===== src/rtl/usart_ctrl_fifo.sv =====
// Full-duplex UART with TX/RX FIFOs, programmable baud divisor, status byte and sticky errors.
// Optional registered interrupt output enabled by defining USART_IRQ_EN (irq tied 0 otherwise).
module usart_ctrl_fifo #(
  parameter int CLK_DIV_DEFAULT = 138,
  parameter int DATA_BITS       = 8,
  parameter int TX_DEPTH        = 4,
  parameter int RX_DEPTH        = 4
) (
  input  logic       clk,
  input  logic       reset,
  input  logic       write,
  input  logic [2:0] cmd_in,
  input  logic [7:0] data_in,
  input  logic       read,
  output logic [7:0] data_out,
  output logic [7:0] status,
  input  logic       rx_pin,
  output logic       tx_pin,
  output logic       irq
);

  localparam int TX_AW = $clog2(TX_DEPTH);
  localparam int RX_AW = $clog2(RX_DEPTH);
  localparam logic [3:0] LAST_BIT = 4'(DATA_BITS - 1);

  localparam logic [1:0] TX_IDLE  = 2'd0;
  localparam logic [1:0] TX_START = 2'd1;
  localparam logic [1:0] TX_DATA  = 2'd2;
  localparam logic [1:0] TX_STOP  = 2'd3;

  localparam logic [1:0] RX_IDLE  = 2'd0;
  localparam logic [1:0] RX_START = 2'd1;
  localparam logic [1:0] RX_DATA  = 2'd2;
  localparam logic [1:0] RX_STOP  = 2'd3;

  logic cmd_ctrl, cmd_data, cmd_div_lo, cmd_div_hi;
  assign cmd_ctrl   = write && (cmd_in == 3'd1);
  assign cmd_data   = write && (cmd_in == 3'd2);
  assign cmd_div_lo = write && (cmd_in == 3'd3);
  assign cmd_div_hi = write && (cmd_in == 3'd4);

  logic [3:0]  ctrl_q;
  logic [15:0] div_q;
  logic [15:0] div_eff;
  assign div_eff = (div_q < 16'd2) ? 16'd2 : div_q;

  always_ff @(posedge clk) begin
    if (reset) begin
      ctrl_q <= 4'd0;
      div_q  <= 16'(CLK_DIV_DEFAULT);
    end else begin
      if (cmd_ctrl)   ctrl_q      <= data_in[3:0];
      if (cmd_div_lo) div_q[7:0]  <= data_in;
      if (cmd_div_hi) div_q[15:8] <= data_in;
    end
  end

  // ---------------- TX FIFO ----------------
  logic [DATA_BITS-1:0] tx_mem [TX_DEPTH];
  logic [TX_AW:0]       tx_wr_q, tx_rd_q;
  logic                 tx_fifo_empty, tx_fifo_full, tx_push, tx_pop;

  assign tx_fifo_empty = (tx_wr_q == tx_rd_q);
  assign tx_fifo_full  = (tx_wr_q[TX_AW] != tx_rd_q[TX_AW]) &&
                         (tx_wr_q[TX_AW-1:0] == tx_rd_q[TX_AW-1:0]);
  assign tx_push       = cmd_data && !tx_fifo_full;

  always_ff @(posedge clk) begin
    if (tx_push) tx_mem[tx_wr_q[TX_AW-1:0]] <= data_in[DATA_BITS-1:0];
  end

  always_ff @(posedge clk) begin
    if (reset) begin
      tx_wr_q <= '0;
      tx_rd_q <= '0;
    end else begin
      if (tx_push) tx_wr_q <= tx_wr_q + 1'b1;
      if (tx_pop)  tx_rd_q <= tx_rd_q + 1'b1;
    end
  end

  // ---------------- TX baud counter and FSM ----------------
  logic [15:0]          tx_cnt_q;
  logic                 tx_tick;
  logic [1:0]           tx_state_q, tx_state_d;
  logic [DATA_BITS-1:0] tx_shift_q, tx_shift_d;
  logic [3:0]           tx_bit_q, tx_bit_d;
  logic                 tx_pin_q, tx_pin_d;

  // The counter free-runs so every bit boundary lands on a tick; >= guards a divisor shrink.
  assign tx_tick = (tx_cnt_q >= (div_eff - 16'd1));

  always_ff @(posedge clk) begin
    if (reset || cmd_div_lo || cmd_div_hi) tx_cnt_q <= 16'd0;
    else if (tx_tick)                      tx_cnt_q <= 16'd0;
    else                                   tx_cnt_q <= tx_cnt_q + 16'd1;
  end

  always_comb begin
    tx_state_d = tx_state_q;
    tx_shift_d = tx_shift_q;
    tx_bit_d   = tx_bit_q;
    tx_pin_d   = tx_pin_q;
    tx_pop     = 1'b0;
    if (tx_tick) begin
      case (tx_state_q)
        TX_IDLE, TX_STOP: begin
          if (ctrl_q[0] && !tx_fifo_empty) begin
            tx_pop     = 1'b1;
            tx_shift_d = tx_mem[tx_rd_q[TX_AW-1:0]];
            tx_pin_d   = 1'b0;
            tx_state_d = TX_START;
          end else begin
            tx_pin_d   = 1'b1;
            tx_state_d = TX_IDLE;
          end
        end
        TX_START: begin
          tx_pin_d   = tx_shift_q[0];
          tx_bit_d   = 4'd0;
          tx_state_d = TX_DATA;
        end
        TX_DATA: begin
          if (tx_bit_q == LAST_BIT) begin
            tx_pin_d   = 1'b1;
            tx_state_d = TX_STOP;
          end else begin
            tx_shift_d = tx_shift_q >> 1;
            tx_pin_d   = tx_shift_q[1];
            tx_bit_d   = tx_bit_q + 4'd1;
          end
        end
        default: tx_state_d = TX_IDLE;
      endcase
    end
  end

  always_ff @(posedge clk) begin
    if (reset) begin
      tx_state_q <= TX_IDLE;
      tx_shift_q <= '0;
      tx_bit_q   <= 4'd0;
      tx_pin_q   <= 1'b1;
    end else begin
      tx_state_q <= tx_state_d;
      tx_shift_q <= tx_shift_d;
      tx_bit_q   <= tx_bit_d;
      tx_pin_q   <= tx_pin_d;
    end
  end

  assign tx_pin = tx_pin_q;

  // ---------------- RX synchroniser and FSM ----------------
  logic                 rx_s1_q, rx_s2_q, rx_prev_q;
  logic [1:0]           rx_state_q, rx_state_d;
  logic [15:0]          rx_cnt_q, rx_cnt_d;
  logic [3:0]           rx_bit_q, rx_bit_d;
  logic [DATA_BITS-1:0] rx_shift_q, rx_shift_d;
  logic                 rx_sample, rx_push_req, frame_err_set;

  assign rx_sample = (rx_cnt_q == 16'd0);

  always_ff @(posedge clk) begin
    if (reset) begin
      rx_s1_q   <= 1'b1;
      rx_s2_q   <= 1'b1;
      rx_prev_q <= 1'b1;
    end else begin
      rx_s1_q   <= rx_pin;
      rx_s2_q   <= rx_s1_q;
      rx_prev_q <= rx_s2_q;
    end
  end

  always_comb begin
    rx_state_d    = rx_state_q;
    rx_cnt_d      = rx_cnt_q;
    rx_bit_d      = rx_bit_q;
    rx_shift_d    = rx_shift_q;
    rx_push_req   = 1'b0;
    frame_err_set = 1'b0;
    if (!ctrl_q[1]) begin
      rx_state_d = RX_IDLE;
    end else begin
      case (rx_state_q)
        RX_IDLE: begin
          if (rx_prev_q && !rx_s2_q) begin
            rx_state_d = RX_START;
            rx_cnt_d   = (div_eff >> 1) - 16'd1;
          end
        end
        RX_START: begin
          if (rx_sample) begin
            rx_cnt_d = div_eff - 16'd1;
            if (rx_s2_q) begin
              rx_state_d = RX_IDLE;
            end else begin
              rx_state_d = RX_DATA;
              rx_bit_d   = 4'd0;
            end
          end else begin
            rx_cnt_d = rx_cnt_q - 16'd1;
          end
        end
        RX_DATA: begin
          if (rx_sample) begin
            rx_cnt_d   = div_eff - 16'd1;
            rx_shift_d = {rx_s2_q, rx_shift_q[DATA_BITS-1:1]};
            if (rx_bit_q == LAST_BIT) rx_state_d = RX_STOP;
            else                      rx_bit_d   = rx_bit_q + 4'd1;
          end else begin
            rx_cnt_d = rx_cnt_q - 16'd1;
          end
        end
        RX_STOP: begin
          if (rx_sample) begin
            rx_state_d = RX_IDLE;
            if (rx_s2_q) rx_push_req   = 1'b1;
            else         frame_err_set = 1'b1;
          end else begin
            rx_cnt_d = rx_cnt_q - 16'd1;
          end
        end
        default: rx_state_d = RX_IDLE;
      endcase
    end
  end

  always_ff @(posedge clk) begin
    if (reset) begin
      rx_state_q <= RX_IDLE;
      rx_cnt_q   <= 16'd0;
      rx_bit_q   <= 4'd0;
      rx_shift_q <= '0;
    end else begin
      rx_state_q <= rx_state_d;
      rx_cnt_q   <= rx_cnt_d;
      rx_bit_q   <= rx_bit_d;
      rx_shift_q <= rx_shift_d;
    end
  end

  // ---------------- RX FIFO ----------------
  logic [DATA_BITS-1:0] rx_mem [RX_DEPTH];
  logic [RX_AW:0]       rx_wr_q, rx_rd_q;
  logic                 rx_fifo_empty, rx_fifo_full, rx_pop, rx_push, overrun_set;
  logic [7:0]           head_ext;

  assign rx_fifo_empty = (rx_wr_q == rx_rd_q);
  assign rx_fifo_full  = (rx_wr_q[RX_AW] != rx_rd_q[RX_AW]) &&
                         (rx_wr_q[RX_AW-1:0] == rx_rd_q[RX_AW-1:0]);
  assign rx_pop        = read && !rx_fifo_empty;
  // A same-cycle pop frees the head slot, which is exactly the slot the write pointer targets.
  assign rx_push       = rx_push_req && (!rx_fifo_full || rx_pop);
  assign overrun_set   = rx_push_req && rx_fifo_full && !rx_pop;

  always_ff @(posedge clk) begin
    if (rx_push) rx_mem[rx_wr_q[RX_AW-1:0]] <= rx_shift_q;
  end

  always_ff @(posedge clk) begin
    if (reset) begin
      rx_wr_q <= '0;
      rx_rd_q <= '0;
    end else begin
      if (rx_push) rx_wr_q <= rx_wr_q + 1'b1;
      if (rx_pop)  rx_rd_q <= rx_rd_q + 1'b1;
    end
  end

  always_comb begin
    head_ext = 8'd0;
    if (!rx_fifo_empty) head_ext[DATA_BITS-1:0] = rx_mem[rx_rd_q[RX_AW-1:0]];
  end

  assign data_out = head_ext;

  // ---------------- sticky flags and status ----------------
  logic rx_overrun_q, frame_err_q, tx_overflow_q;
  logic tx_busy, tx_empty;

  always_ff @(posedge clk) begin
    if (reset) begin
      rx_overrun_q  <= 1'b0;
      frame_err_q   <= 1'b0;
      tx_overflow_q <= 1'b0;
    end else begin
      if (cmd_ctrl && data_in[7]) begin
        rx_overrun_q  <= 1'b0;
        frame_err_q   <= 1'b0;
        tx_overflow_q <= 1'b0;
      end
      // A new error in the clearing cycle wins so it is never lost.
      if (overrun_set)               rx_overrun_q  <= 1'b1;
      if (frame_err_set)             frame_err_q   <= 1'b1;
      if (cmd_data && tx_fifo_full)  tx_overflow_q <= 1'b1;
    end
  end

  assign tx_busy  = (tx_state_q != TX_IDLE);
  assign tx_empty = tx_fifo_empty && !tx_busy;

  assign status = {tx_busy, tx_overflow_q, frame_err_q, rx_overrun_q,
                   tx_empty, tx_fifo_full, rx_fifo_full, !rx_fifo_empty};

`ifdef USART_IRQ_EN
  logic irq_q;
  always_ff @(posedge clk) begin
    if (reset) irq_q <= 1'b0;
    else       irq_q <= (ctrl_q[3] && !rx_fifo_empty) || (ctrl_q[2] && tx_empty) ||
                        (ctrl_q[3] && (rx_overrun_q || frame_err_q));
  end
  assign irq = irq_q;
`else
  logic unused_irq_ctrl;
  assign unused_irq_ctrl = ^ctrl_q[3:2];
  assign irq = 1'b0;
`endif

endmodule

===== config.mk =====
export PLATFORM = sky130hd
export DESIGN_NAME = usart_ctrl_fifo
export DESIGN_NICKNAME = d
export VERILOG_FILES = /design/src/rtl/usart_ctrl_fifo.sv
export SDC_FILE = /design/constraint.sdc
export NUM_CORES = 1
export LEC_CHECK = 0
export CORE_MARGIN = 4
export CORE_UTILIZATION = 60
export CTS_CLUSTER_DIAMETER = 60
export DETAILED_ROUTE_END_ITERATION = 6
export PLACE_DENSITY = 0.79
export SETUP_SLACK_MARGIN = 0.5
export SYNTH_ARGS = -nofsm -noshare
export SYNTH_HDL_FRONTEND = slang
export SYNTH_SLANG_ARGS = --single-unit

===== constraint.sdc =====
create_clock -name clk -period 6.2 [get_ports clk]
set_clock_uncertainty 0.05 [all_clocks]
set_input_delay 1.86 -clock clk [delete_from_list [all_inputs] [get_ports clk]]
set_output_delay 1.86 -clock clk [all_outputs]
set_load 0.005 [all_outputs]

==> impl_metrics.py <==
metrics = {
    "critical_path": {
        "crit_slowest_cell": "or4b_1",
        "startpoint_type": "flop",
        "worst-path-max-fanout": 8,
        "cpMostUsedCell": "nor2_1",
        "path_class": "reg -> reg",
        "rr_worst_depth": 17,
        "cp_slowest_stage_delay_ps": 560,
        "worstSetupEndpointType": "flop",
        "cp_data_arrival_time_ps": 5630,
        "crit_required_ps": 6520,
        "cp_cell_sequence": "nor2_1, nand3_1, nor2_1, nor2_1, ha_1, or4b_1, nor4_2, nand3_1, o21a_1, nor2_1, ha_1, and3_1, a221oi_1, a21boi_0, a311oi_1, o21ai_2, mux2i_1",
    },
    "logic_synthesis": {
        "syn_nets": 936,
        "ys_warn_count": 0,
        "ys.flop_type": "dfxtp_1",
        "async_reset_ff_share_pct": 0,
        "ys_ff_latch": 165,
        "syn_inst": 879,
        "syn_area_mm2": 0.008533,
        "avgSynthCellArea_um2": 9.708,
        "ys_seq_area_share_pct": 46.22,
        "synth_edf_count": 64,
        "ys_types": 74,
    },
    "floorplanning": {
        "dieArea_mm2": 0.01619,
        "dieHeight_um": 127.3,
        "initial_core_util_pct": 61.47,
        "io_pins": 34,
        "die_w_um": 127.3,
        "rows": 43,
        "coreArea_mm2": 0.01388,
    },
    "power": {
        "peakVddDrop_v": 0.0002266,
        "powerDensity_mw_per_mm2": 247.9,
        "p_leak_nw": 3.514,
    },
    "outcome": {
        "status": "finished, final reports clean",
    },
    "routing": {
        "ant_nets": 0,
        "drt-wirelength-per-cell_um": 18.99,
        "drcViolationCount": 0,
        "vias_per_cell": 6.219,
        "dr.pass1.iters": 7,
        "drtIter0Drc": 669,
        "wirelength_um": 20490,
        "num_vias": 6710,
    },
    "grt": {
        "grt_first_pass_wirelength_um": 33600,
        "grt_max_degree": 58,
        "track_usage_pct": 26.26,
        "grt_pass1_vias": 6634,
        "grt-ovfl-total": 0,
        "grt_antenna_before_repair": 0,
    },
    "placement": {
        "gp_congestion": 0.9520,
        "dpl_cell_area_mm2": 0.008881,
        "placed_cells": 1047,
        "dpl.hpwl_um": 14490,
        "placement.io_buffers": 32,
    },
    "timing": {
        "worst_pin_slew_ps": 1076,
        "rsz0062_at_grt": "false",
        "finalSetupTns_ps": 0,
        "period_share_pct": 85.65,
        "fin_crit_ps": 5310,
        "clock.fmax_mhz": 188.3,
        "setup_viol": 0,
        "slew_violations": 0,
        "hold_viol": 0,
        "holdWs_ps": 383.9,
        "relSlewSlack_pct": 27.27,
    },
    "clocking": {
        "cts_tree": "done",
        "clk_latency_ps": 440,
        "clockBufferDepth": 2,
        "clk_transition_reported_paths_ps": 70,
        "ctsHoldBuffers": 0,
        "root_buffer": "clkbuf_16",
        "cts_buffers": 17,
        "htreeDepth": 4,
        "clock-sinks": 165,
    },
    "flow_run": {
        "maxCapViolations": 0,
    },
    "cells_and_area": {
        "drive_gt1_share_pct": 8.231,
        "area_growth_pct": 11.42,
        "layout_commonest_cell": "nand2_1",
        "diodes": 0,
        "final_cell_mix": "nand2_1 (125), dfxtp_1 (101), nor2_1 (81), edfxtp_1 (64), a21oi_1 (52)",
        "final_area_mm2": 0.009508,
        "fin_nets": 943,
        "final_cells": 1079,
    },
    "min_path": {
        "holdPathStages": 1,
        "min_path_type": "reg -> reg",
    },
}
-- path summary, 6_finish.rpt --
kind | slack [ps] | end | startpoint
min | 380 | rx_s2_q | rx_s1_q
max reg2reg | 890 | tx_shift_q[7] | div_q[6]
min reg2reg | 380 | rx_s2_q | rx_s1_q
max | 890 | tx_shift_q[7] | div_q[6]
-- routing by layer --
layer	track usage, %	vias to the layer above	routed length (um)
met1	33.95	3208	8509
met5	0	-	0
li1	-	3150	-
met2	42.75	290	9757
met3	6.271	62	1608
met4	10.66	0	611
-- state kept, by name (all words and copies together), names as in the netlist, 2 cells and up, named ones only --
signal	flops
rx_mem	32
tx_mem	32
div_q	16
rx_cnt_q	16
tx_cnt_q	16
rx_shift_q	8
tx_shift_q	8
rx_bit_q	4
tx_bit_q	4
rx_rd_q	3
rx_wr_q	3
tx_rd_q	3
tx_wr_q	3
ctrl_q	2
tx_state_q	2
-- synth_stat cells, types with 4 or more instances --
| cell type | count | area, um2 |
|---|---|---|
| nand2_1 | 125 | 469.2 |
| dfxtp_1 | 101 | 2022 |
| nor2_1 | 81 | 304.0 |
| edfxtp_1 | 64 | 1922 |
| a21oi_1 | 52 | 260.3 |
| ha_1 | 41 | 513.0 |
| clkbuf_1 | 36 | 135.1 |
| xnor2_1 | 36 | 315.3 |
| inv_1 | 30 | 112.6 |
| nand3_1 | 29 | 145.1 |
| o21ai_0 | 23 | 115.1 |
| mux2i_1 | 20 | 200.2 |
| nor3_1 | 20 | 100.1 |
| xor2_1 | 19 | 166.4 |
| mux4_2 | 16 | 360.4 |
| and2_1 | 15 | 93.84 |
| nand4_1 | 12 | 75.07 |
| and3_1 | 9 | 56.30 |
| buf_4 | 8 | 60.06 |
| o211ai_1 | 8 | 60.06 |
| or2_2 | 8 | 50.05 |
| o21a_1 | 7 | 52.55 |
| a21o_1 | 6 | 45.04 |
| a31oi_1 | 6 | 37.54 |
| nor2b_1 | 6 | 37.54 |
| nor4_1 | 6 | 37.54 |
| or4_1 | 6 | 45.04 |
| o31ai_1 | 5 | 37.54 |
| a211oi_1 | 4 | 30.03 |
| a21boi_0 | 4 | 30.03 |
| a31o_2 | 4 | 35.03 |
| nand2b_1 | 4 | 25.02 |
-- cell families (layout without fill, tap and decap cells) --
kind of cell               after synthesis  in the layout  synth area share (%)
buffers and inverters                   79             99                 3.929
AOI/OAI and AO/OA                      156            156                 12.04
muxes                                   39             39                 6.965
and+or+nand+nor                        343            343                 19.15
adders and majority gates               41             41                 6.012
DFF                                    165            165                 46.22
xor gates and xnor gates                55             55                 5.645
other                                    1              1               0.04395
-- where the power goes --
group	internal [W]	switching, W	total [W]
registers	0.00113	0.0000111	0.00114
logic	0.0000380	0.0000609	0.0000989
clock network	0.000649	0.000469	0.00112
total	0.00182	0.000541	0.00236
-- worst max-delay path: cells and delay by family (launching register included) --
family          cells  cell delay [ps]
simple gates        9             2290
compound gates      5             1600
fa+ha+maj           2              550
flops               1              500
mux                 1              250
-- cell type report --
cell class	instances	area, um2
inverter	32	120.1
sequential	165	3944
clock buffer	19	432.9
clock inverter	13	188.9
fill	1026	4373
tap	180	225.2
timing repair buffer	35	337.8
multi-input combinational	635	4259
-- metrics by stage --
step           util [%]  worst slack [ps]  total power (W)
2_1_floorplan         -              1599         0.001223
3_5_place_dp      63.98             914.9         0.001260
6_report          68.50             889.8         0.002357
5_1_grt           68.50             437.6         0.002423
3_3_place_gp      63.98              1246         0.001257
4_1_cts           68.46             916.6         0.002363
-- timing repair --
item | 4_1_cts | 5_1_grt
endpoints found under the setup margin | 0 | 22
resized for setup | 0 | 1
setup buffers | 0 | 0
No activity file was read; power rests on OpenSTA's default activity.
